--- config.mk ---
export PLATFORM = sky130hd
export DESIGN_NAME = ltc2333_ctrl
export DESIGN_NICKNAME = d
export VERILOG_FILES = /design/src/rtl/ltc2333_pkg.sv /design/src/rtl/ltc2333_sck_gen.sv /design/src/rtl/ltc2333_ctrl.sv
export SDC_FILE = /design/constraint.sdc
export NUM_CORES = 1
export LEC_CHECK = 0
export BUFFER_PORTS_ARGS = -buffer_cell sky130_fd_sc_hd__buf_2
export CAP_MARGIN = 15
export CORE_MARGIN = 3
export CORE_UTILIZATION = 45
export DETAILED_ROUTE_END_ITERATION = 8
export PLACE_DENSITY = 0.59
export RECOVER_POWER = 25
export SLEW_MARGIN = 40
export SYNTH_ARGS = -nofsm -noshare
export SYNTH_HDL_FRONTEND = slang
export SYNTH_HIERARCHICAL = 1
export SYNTH_SLANG_ARGS = --single-unit
--- constraint.sdc ---
create_clock -name clk -period 10.91 [get_ports clk]
set_clock_uncertainty 0.2 [all_clocks]
set_input_delay 1.6365 -clock clk [delete_from_list [all_inputs] [get_ports clk]]
set_output_delay 1.6365 -clock clk [all_outputs]
set_load 0.01 [all_outputs]
--- src/rtl/ltc2333_pkg.sv ---
// Shared types and default timing for the LTC2333 conversion controller.
// Timing constants are in clk cycles.
package ltc2333_pkg;

    typedef enum logic [1:0] {
        IDLE,
        CNV_HI,
        CONV_WAIT,
        SHIFT
    } state_t;

    localparam int CFG_W     = 8;
    localparam int CFG_DEPTH = 16;

    typedef logic [CFG_W-1:0] cfg_word_t;

    localparam int DEF_CLK_DIV     = 2;
    localparam int DEF_CNV_HIGH    = 8;
    localparam int DEF_CONV_CYCLES = 96;
    localparam int DEF_N_SCK       = 12;

    // A zero period would never fire, so it behaves as a trigger every cycle.
    function automatic logic [15:0] eff_period(input logic [15:0] p);
        return (p == 16'd0) ? 16'd1 : p;
    endfunction

endpackage

--- src/rtl/ltc2333_sck_gen.sv ---
// SCKI burst generator: after a start pulse, emits N_SCK periods of
// CLK_DIV low / CLK_DIV high, with edge strobes and a completion flag.
module ltc2333_sck_gen
    import ltc2333_pkg::*;
#(
    parameter int CLK_DIV = DEF_CLK_DIV,
    parameter int N_SCK   = DEF_N_SCK
) (
    input  logic clk,
    input  logic reset,
    input  logic start,
    output logic scki,
    output logic rise,
    output logic fall,
    output logic done
);

    localparam int NW = $clog2(N_SCK + 1);

    logic          active;
    logic [7:0]    ph_cnt;
    logic [NW-1:0] per_cnt;
    logic          ph_end;

    // Strobes are asserted in the cycle before scki toggles, so logic that
    // reacts to them updates on the same edge as scki.
    assign ph_end = active && (ph_cnt == 8'(CLK_DIV - 1));
    assign rise   = ph_end && !scki;
    assign fall   = ph_end && scki;
    assign done   = fall && (per_cnt == NW'(N_SCK - 1));

    always_ff @(posedge clk) begin
        if (reset) begin
            active  <= 1'b0;
            scki    <= 1'b0;
            ph_cnt  <= '0;
            per_cnt <= '0;
        end else if (start) begin
            active  <= 1'b1;
            scki    <= 1'b0;
            ph_cnt  <= '0;
            per_cnt <= '0;
        end else if (active) begin
            if (ph_end) begin
                ph_cnt <= '0;
                scki   <= !scki;
                if (fall) begin
                    if (done) active <= 1'b0;
                    else      per_cnt <= per_cnt + 1'b1;
                end
            end else begin
                ph_cnt <= ph_cnt + 8'd1;
            end
        end
    end

endmodule

--- src/rtl/ltc2333_ctrl.sv ---
// LTC2333 frame controller: trigger select, CNV pulse, conversion wait and
// SoftSpan word shift-out with a sequenced 16-entry config table.
module ltc2333_ctrl
    import ltc2333_pkg::*;
#(
    parameter int CLK_DIV     = DEF_CLK_DIV,
    parameter int CNV_HIGH    = DEF_CNV_HIGH,
    parameter int CONV_CYCLES = DEF_CONV_CYCLES,
    parameter int N_SCK       = DEF_N_SCK
) (
    input  logic        clk,
    input  logic        reset,
    input  logic        enable,
    input  logic        free_run,
    input  logic [15:0] period,
    input  logic        trig,
    input  logic        cfg_we,
    input  logic [3:0]  cfg_addr,
    input  logic [7:0]  cfg_data,
    input  logic [3:0]  seq_len,
    output logic        cnv,
    output logic        scki,
    output logic        sdi,
    output logic        busy,
    output logic [3:0]  step,
    output logic        overrun
);

    state_t    state;
    cfg_word_t cfg [CFG_DEPTH];
    cfg_word_t sh;
    logic [3:0]  bit_cnt;
    logic [9:0]  cnt;
    logic [15:0] pcnt;
    logic [15:0] per_last;
    logic        trig_q;
    logic        hit;
    logic        trigger;
    logic        sck_start;
    logic        sck_rise;
    logic        sck_fall;
    logic        sck_done;

    assign per_last  = eff_period(period) - 16'd1;
    assign hit       = (pcnt == per_last);
    assign trigger   = free_run ? hit : (trig && !trig_q);
    assign sck_start = (state == CONV_WAIT) && (cnt == 10'(CONV_CYCLES - 1));

    ltc2333_sck_gen #(
        .CLK_DIV (CLK_DIV),
        .N_SCK   (N_SCK)
    ) u_sck (
        .clk   (clk),
        .reset (reset),
        .start (sck_start),
        .scki  (scki),
        .rise  (sck_rise),
        .fall  (sck_fall),
        .done  (sck_done)
    );

    // Free-running period counter; the >= also recovers when period shrinks.
    always_ff @(posedge clk) begin
        if (reset) begin
            pcnt   <= '0;
            trig_q <= 1'b0;
        end else begin
            trig_q <= trig;
            if (pcnt >= per_last) pcnt <= '0;
            else                  pcnt <= pcnt + 16'd1;
        end
    end

    always_ff @(posedge clk) begin
        if (reset) begin
            for (int i = 0; i < CFG_DEPTH; i++) cfg[i] <= '0;
        end else if (cfg_we) begin
            cfg[cfg_addr] <= cfg_data;
        end
    end

    always_ff @(posedge clk) begin
        if (reset) begin
            state   <= IDLE;
            cnv     <= 1'b0;
            busy    <= 1'b0;
            sdi     <= 1'b0;
            step    <= '0;
            overrun <= 1'b0;
            cnt     <= '0;
            sh      <= '0;
            bit_cnt <= '0;
        end else begin
            if (!enable)                         overrun <= 1'b0;
            else if (trigger && state != IDLE)   overrun <= 1'b1;

            unique case (state)
                IDLE: begin
                    if (trigger && enable) begin
                        state <= CNV_HI;
                        cnv   <= 1'b1;
                        busy  <= 1'b1;
                        cnt   <= '0;
                    end
                end
                CNV_HI: begin
                    if (cnt == 10'(CNV_HIGH - 1)) begin
                        state <= CONV_WAIT;
                        cnv   <= 1'b0;
                        cnt   <= '0;
                    end else begin
                        cnt <= cnt + 10'd1;
                    end
                end
                CONV_WAIT: begin
                    if (sck_start) begin
                        // Private copy so table writes cannot disturb this frame.
                        state   <= SHIFT;
                        sh      <= cfg[step];
                        sdi     <= cfg[step][CFG_W-1];
                        bit_cnt <= '0;
                        cnt     <= '0;
                    end else begin
                        cnt <= cnt + 10'd1;
                    end
                end
                SHIFT: begin
                    if (sck_rise) bit_cnt <= bit_cnt + 4'd1;
                    if (sck_fall) begin
                        sh  <= {sh[CFG_W-2:0], 1'b0};
                        sdi <= (bit_cnt < 4'(CFG_W)) ? sh[CFG_W-2] : 1'b0;
                    end
                    if (sck_done) begin
                        state <= IDLE;
                        busy  <= 1'b0;
                        sdi   <= 1'b0;
                        step  <= (step >= seq_len) ? 4'd0 : step + 4'd1;
                    end
                end
                default: state <= IDLE;
            endcase
        end
    end

endmodule
Word-level counts from Yosys, hierarchy flattened
Memory sizes are Yosys's and may differ from the RTL's. A register that Yosys moved wholly into a read port is not among the register bits.
Cells that the tools add are included.
- $add $sub $neg: 7
- $lt $le $gt $ge: 3
- equality and inequality tests: 15
- muxes and demuxes: 44
- bitwise operators: 2
- reduce and logical (&&, ||, !) cells: 31
- operator list (cell ; number):
    $mux W10 ; 3
    $pmux W10 S3 ; 1
    $mux W4 ; 6
    $mux W1 ; 19
    $add A16 B1 Y16 const B ; 1
    $eq A16 B16 Y1 ; 1
    $ge A16 B16 Y1 ; 1
    $logic_not A16 Y1 ; 1
    $mux W16 ; 1
    $mux W8 ; 2
    $sub A16 B1 Y16 const B ; 1
    $reduce_and A3 Y1 ; 5
    $mux W7 ; 2
    $pmux W7 S2 ; 1
    $add A4 B1 Y4 const B ; 3
    $add A10 B1 Y10 const B ; 1
    $eq A10 B3 Y1 const B ; 1
    $eq A10 B7 Y1 const B ; 1
    $ne A2 B2 Y1 const B ; 5
    $add A8 B1 Y8 const B ; 1
    $eq A8 B1 Y1 const B ; 1
    $logic_and A1 B1 Y1 ; 8
    $mux W2 ; 4
    $pmux W2 S4 ; 1
    18 further kinds ; 31
- bits in registers: 62
- RAM bits: 128
- input port bits: 38
- output and inout port bits: 9
- memories: 1
- memory list (name ; depth ; bits a word ; rd ports ; clocked after memory_dff ; write ports ; RTL line ; source):
    cfg ; 16 ; 8 ; 1 ; 1 ; 16 ; ltc2333_ctrl.sv:30 ; cfg_word_t cfg [CFG_DEPTH];

Depth between registers and ports, before layout
- word-level depth: 9
- gate-level depth with buffers: 14
- mapped depth without buffers: 13

Cells and area by module
Netlist, hierarchy kept.
- by module, submodules not included (module ; instances ; cells an instance ; area each (sq um)):
    ltc2333_ctrl ; 1 ; 735 ; 9085.0
    ltc2333_sck_gen ; 1 ; 83 ; 737.0

Least setup slack after synthesis
Ideal clock, no wire load.
- path kind: input to register
- start point: input period[2]
- end point: register cnt[7]
- setup time: 101 ps
- arrival: 4630 ps
- data required time: 10609 ps
- path slack: 5979 ps
- stages: 13
- cells stage by stage: or4_4 > nor3_2 > a31oi_1 > ha_1 > nand3b_1 > nor3_1 > xnor2_1 > ha_1 > nand4_1 > nor4_2 > a31o_2 > nand3b_4 > o41ai_1
- cells in the longest elaborated chain, start to end: 8
- ends and longest elaborated chain (what ; RTL line ; source):
    start: declaration ; ltc2333_ctrl.sv:15 ; input logic [15:0] period,
    $logic_not A16 Y1 ; ltc2333_pkg.sv:24 ; return (p == 16'd0) ? 16'd1 : p;
    $mux W16 * ; ltc2333_pkg.sv:24 ;
    $sub A16 B1 Y16 * ; ltc2333_ctrl.sv:44 ; assign per_last = eff_period(period) - 16'd1;
    $eq A16 B16 Y1 * ; ltc2333_ctrl.sv:45 ; assign hit = (pcnt == per_last);
    $mux W1 * ; ltc2333_ctrl.sv:46 ; assign trigger = free_run ? hit : (trig && !trig_q);
    $logic_and A1 B1 Y1 * ; ltc2333_ctrl.sv:99 ; if (trigger && enable) begin
    $ne A2 B2 Y1 (no source line) * ; - ;
    $reduce_and A2 Y1 (no source line) * ; - ;
    end signal: assignment ; ltc2333_ctrl.sv:112 ; cnt <= cnt + 10'd1;
    end signal: assignment ; ltc2333_ctrl.sv:124 ; cnt <= cnt + 10'd1;
    end: declaration ; ltc2333_ctrl.sv:33 ; logic [9:0] cnt;
Every way passes the cells marked *; elsewhere a longest branch is shown, timed or not.
A chain may end at the register's enable or synchronous reset.

Worst setup path in the final report
- start point: input period[2]
- end point: register cnt[8]
The elaborated chain is that of the path after synthesis.

==> run metrics <==
status=finished with violations; failing checks=max-capacitance violations, max-slew violations; vias per std cell=5.517; DIE WIDTH=153.7 um; CTS H-tree lvls=4; Synth top area share=39.13%; maximum vdd drop=92.91 uV; PortBufs=46; minimum period implied by the final worst setup slack=5.263 ns; wirelength, routed=21.19 mm; number of synthesized flops with an enable pin=128; Synth Area in Simple Gates=21.29%; min-delay src=pcnt[0]; synth cell count leaders=and2_1 (134), edfxtp_1 (128), dfxtp_1 (66); Core Rows=53; Post-DRT Antenna Nets=0; DP Wirelength=14.57 mm; starting density of the core=46.29%; Synth Area in XOR/XNOR=3.032%; total grt overflow=0; Post-Syn Instances=818; first-pass detailed-route iteration total=4; layout cells sized above 1=16.47%; Mapped Avg Cell Area=12.01 um2; Reg clk slew, reported paths=0.08 ns; final hold viol count=0; Seq/Total Area, Yosys=52.59%; Crit Path Max Fanout=7; multiplexer area fraction after synthesis=9.580%; ys flop type=edfxtp_1; Synth area leader=edfxtp_1; Worst Tran Pin Value=2.280 ns; Final TNS setup=0 ns; number of setup buffers added after CTS=0; largest family of logic cells by synthesized area=simple AND/OR/NAND/NOR gates; Reg area=5170 um2; Num CTS Buffers=17; unrepaired setup endpoints after global routing=false; CTS tree=yes; Max Cap Viol=1; Fill cells=1910; Crit Path Class=input pin to flip-flop; Hold/Removal Path Class=flip-flop to flip-flop; routed length per placed instance=18.54 um; PD cells=149.1 nW/um2; max-slew violations=50; initial antenna violation count=0; vias=6306; Post-Layout Cell Count=1143; # hold bufs at CTS=0; Yosys cell types=68; CTS resizes=0; first-pass GRT wire length=33.85 mm; CTS sink cnt=194; post-synthesis register bit count=194; worst reg2reg path depth=8; RePlAce Congestion=0.7880; Setup crit start kind=input pin; n_diodes=0; leak pwr=3.804 nW; most common cell in the netlist=and2_1; hold path endpoint=pcnt[0]; area of the multi-input gates=4438 um2; Inst Count DP=1111; Worst Path Arrival=5.38 ns; worst r2r dst=step[2]; vias in the first global route=6396; highest clock rate=0.1900 GHz; Tcrit/Tclk final=48.24%; Die ar.=23630 um2; synth warn=6; Syn-to-layout area delta=10.74%; Critical Path RT=11.03 ns; die height=153.7 um; initial drt markers=401; Setup Viol. Count Final=0; I/O pins=47; beginning of the worst register-to-register path=u_sck/ph_cnt[0]; Synth Area in Compound Gates=7.159%; Slew HR=-51.98%; Final nets=925; largest net degree at the start of global routing=50; Area contributors post-synth=edfxtp_1 (39%), dfxtp_1 (13%), and2_1 (8.5%); asr flop ratio synth=0%; hold path depth=1; syn_nets=888; endpoint class of the critical path=flip-flop; DRC viols=0; flop-to-flop setup slack=7.75 ns; Adder-Cell Fraction of Synth Area=4.076%; Tot GR Track Use=18.07%; worst skew pair latency=0.44 ns; CTS root buf=clkbuf_16; cell area after synthesis=9822 um2; Core Area=21220 um2; Bufs on Longest Clock Path=2
-- cell families (layout without fill, tap and decap cells) --
| kind of cell | after synthesis | in the layout |
|---|---|---|
| AND/OR/NAND/NOR | 356 | 356 |
| flip-flops | 194 | 194 |
| AO/OA/AOI/OAI | 97 | 97 |
| buffers and inverters | 53 | 103 |
| multiplexers | 52 | 52 |
| XOR/XNOR | 34 | 34 |
| adder cells (fa/ha/maj) | 32 | 32 |
-- layer usage --
layer | GRT usage [%] | up-vias | part of all wire, %
met4 | 3.911 | 0 | 0.96
met2 | 30.88 | 94 | 49
met3 | 3.631 | 11 | 3.5
met5 | 0 | - | 0
li1 | - | 3084 | -
met1 | 24.06 | 3117 | 46
-- critical path: stages --
cell and delay, ns:
buf_2 0.13, or4_4 0.57, nor3_2 0.29, a31oi_1 0.18, ha_1 0.30, nand3b_1 0.15, nor3_1 0.07, xnor2_1 0.13
ha_1 0.27, nand4_1 0.19, nor4_2 0.57, a221oi_1 0.26, buf_1 0.30, o2bb2a_1 0.26, o31ai_1 0.07
-- state kept, by name (all words and copies together), names as in the netlist, 2 cells and up, named ones only --
signal	count
cfg	128
pcnt	16
cnt	10
u_sck/ph_cnt	8
sh	7
bit_cnt	4
step	4
u_sck/per_cnt	4
state	2
-- placed cells by master (no fill, tap or decap), types with 4 or more instances in the layout --
master	synthesis	final
o21bai_1	4	4
nor2_1	56	56
nand3_1	11	11
ha_1	32	32
o21ai_0	9	11
clkbuf_1	19	11
o31ai_1	4	4
nor4_2	4	4
or3_1	9	9
nand2_1	44	44
or4_1	4	4
mux2_2	6	6
o2bb2a_1	5	5
inv_1	19	19
clkbuf_16	0	17
or2_2	17	17
mux4_2	33	33
dfxtp_1	66	64
mux2i_1	13	13
a311oi_1	6	6
a211oi_1	8	8
nor3_1	10	9
xnor2_1	10	10
and3_1	5	5
nand3b_1	4	4
inv_8	0	5
and2_0	0	29
nand2b_1	14	14
xor2_1	24	24
and2_1	134	105
and4_1	5	5
buf_2	8	37
a21o_1	6	6
nor2b_1	5	5
a21oi_1	21	21
inv_6	0	5
nand4_1	16	16
edfxtp_1	128	128
o211ai_1	6	6
-- final cells by class --
| class | count | share of cell area, % |
|---|---|---|
| sequential | 194 | 47.53 |
| multi-input combinational | 571 | 40.80 |
| clock buffer | 17 | 3.911 |
| tap | 275 | 3.163 |
| timing repair buffer | 52 | 2.324 |
| clock inverter | 15 | 1.610 |
| inverter | 19 | 0.6557 |
-- stage by stage --
| stage | setup slack (ns) | hold slack, ns | power (mW) | util [%] | cell area, um2 |
|---|---|---|---|---|---|
| after CTS | 5.661 | 0.2723 | 1.635 | 51.31 | 10890 |
| after global routing | 5.431 | 0.3017 | 1.683 | 51.26 | 10880 |
| final | 5.647 | 0.2651 | 1.622 | 51.26 | 10880 |
| after global placement | 5.329 | 0.2400 | 0.9955 | 48.46 | 10280 |
| after detailed placement | 5.195 | 0.2555 | 1.004 | 48.48 | 10290 |
| after floorplan | 5.979 | 0.2255 | 0.9502 | - | 9822 |
-- worst max path at each step --
stage / depth (start not counted) / slack, ns / from / end
floorplan: 13 / 5.98 / period[2] / cnt[7]
global placement: 14 / 5.33 / period[2] / cnt[7]
detailed placement: 15 / 5.20 / period[2] / cnt[5]
CTS: 15 / 5.66 / period[2] / cnt[5]
global route: 15 / 5.43 / period[2] / cnt[9]
finish: 15 / 5.65 / period[2] / cnt[8]
-- where the power goes --
group          total [mW]  switching (mW)  internal [mW]
Clock               0.635           0.305          0.330
Sequential          0.836          0.0167          0.820
Combinational       0.150          0.0914         0.0590
Total                1.62           0.413           1.21
Note: power is estimated with default switching activity, not from simulation.
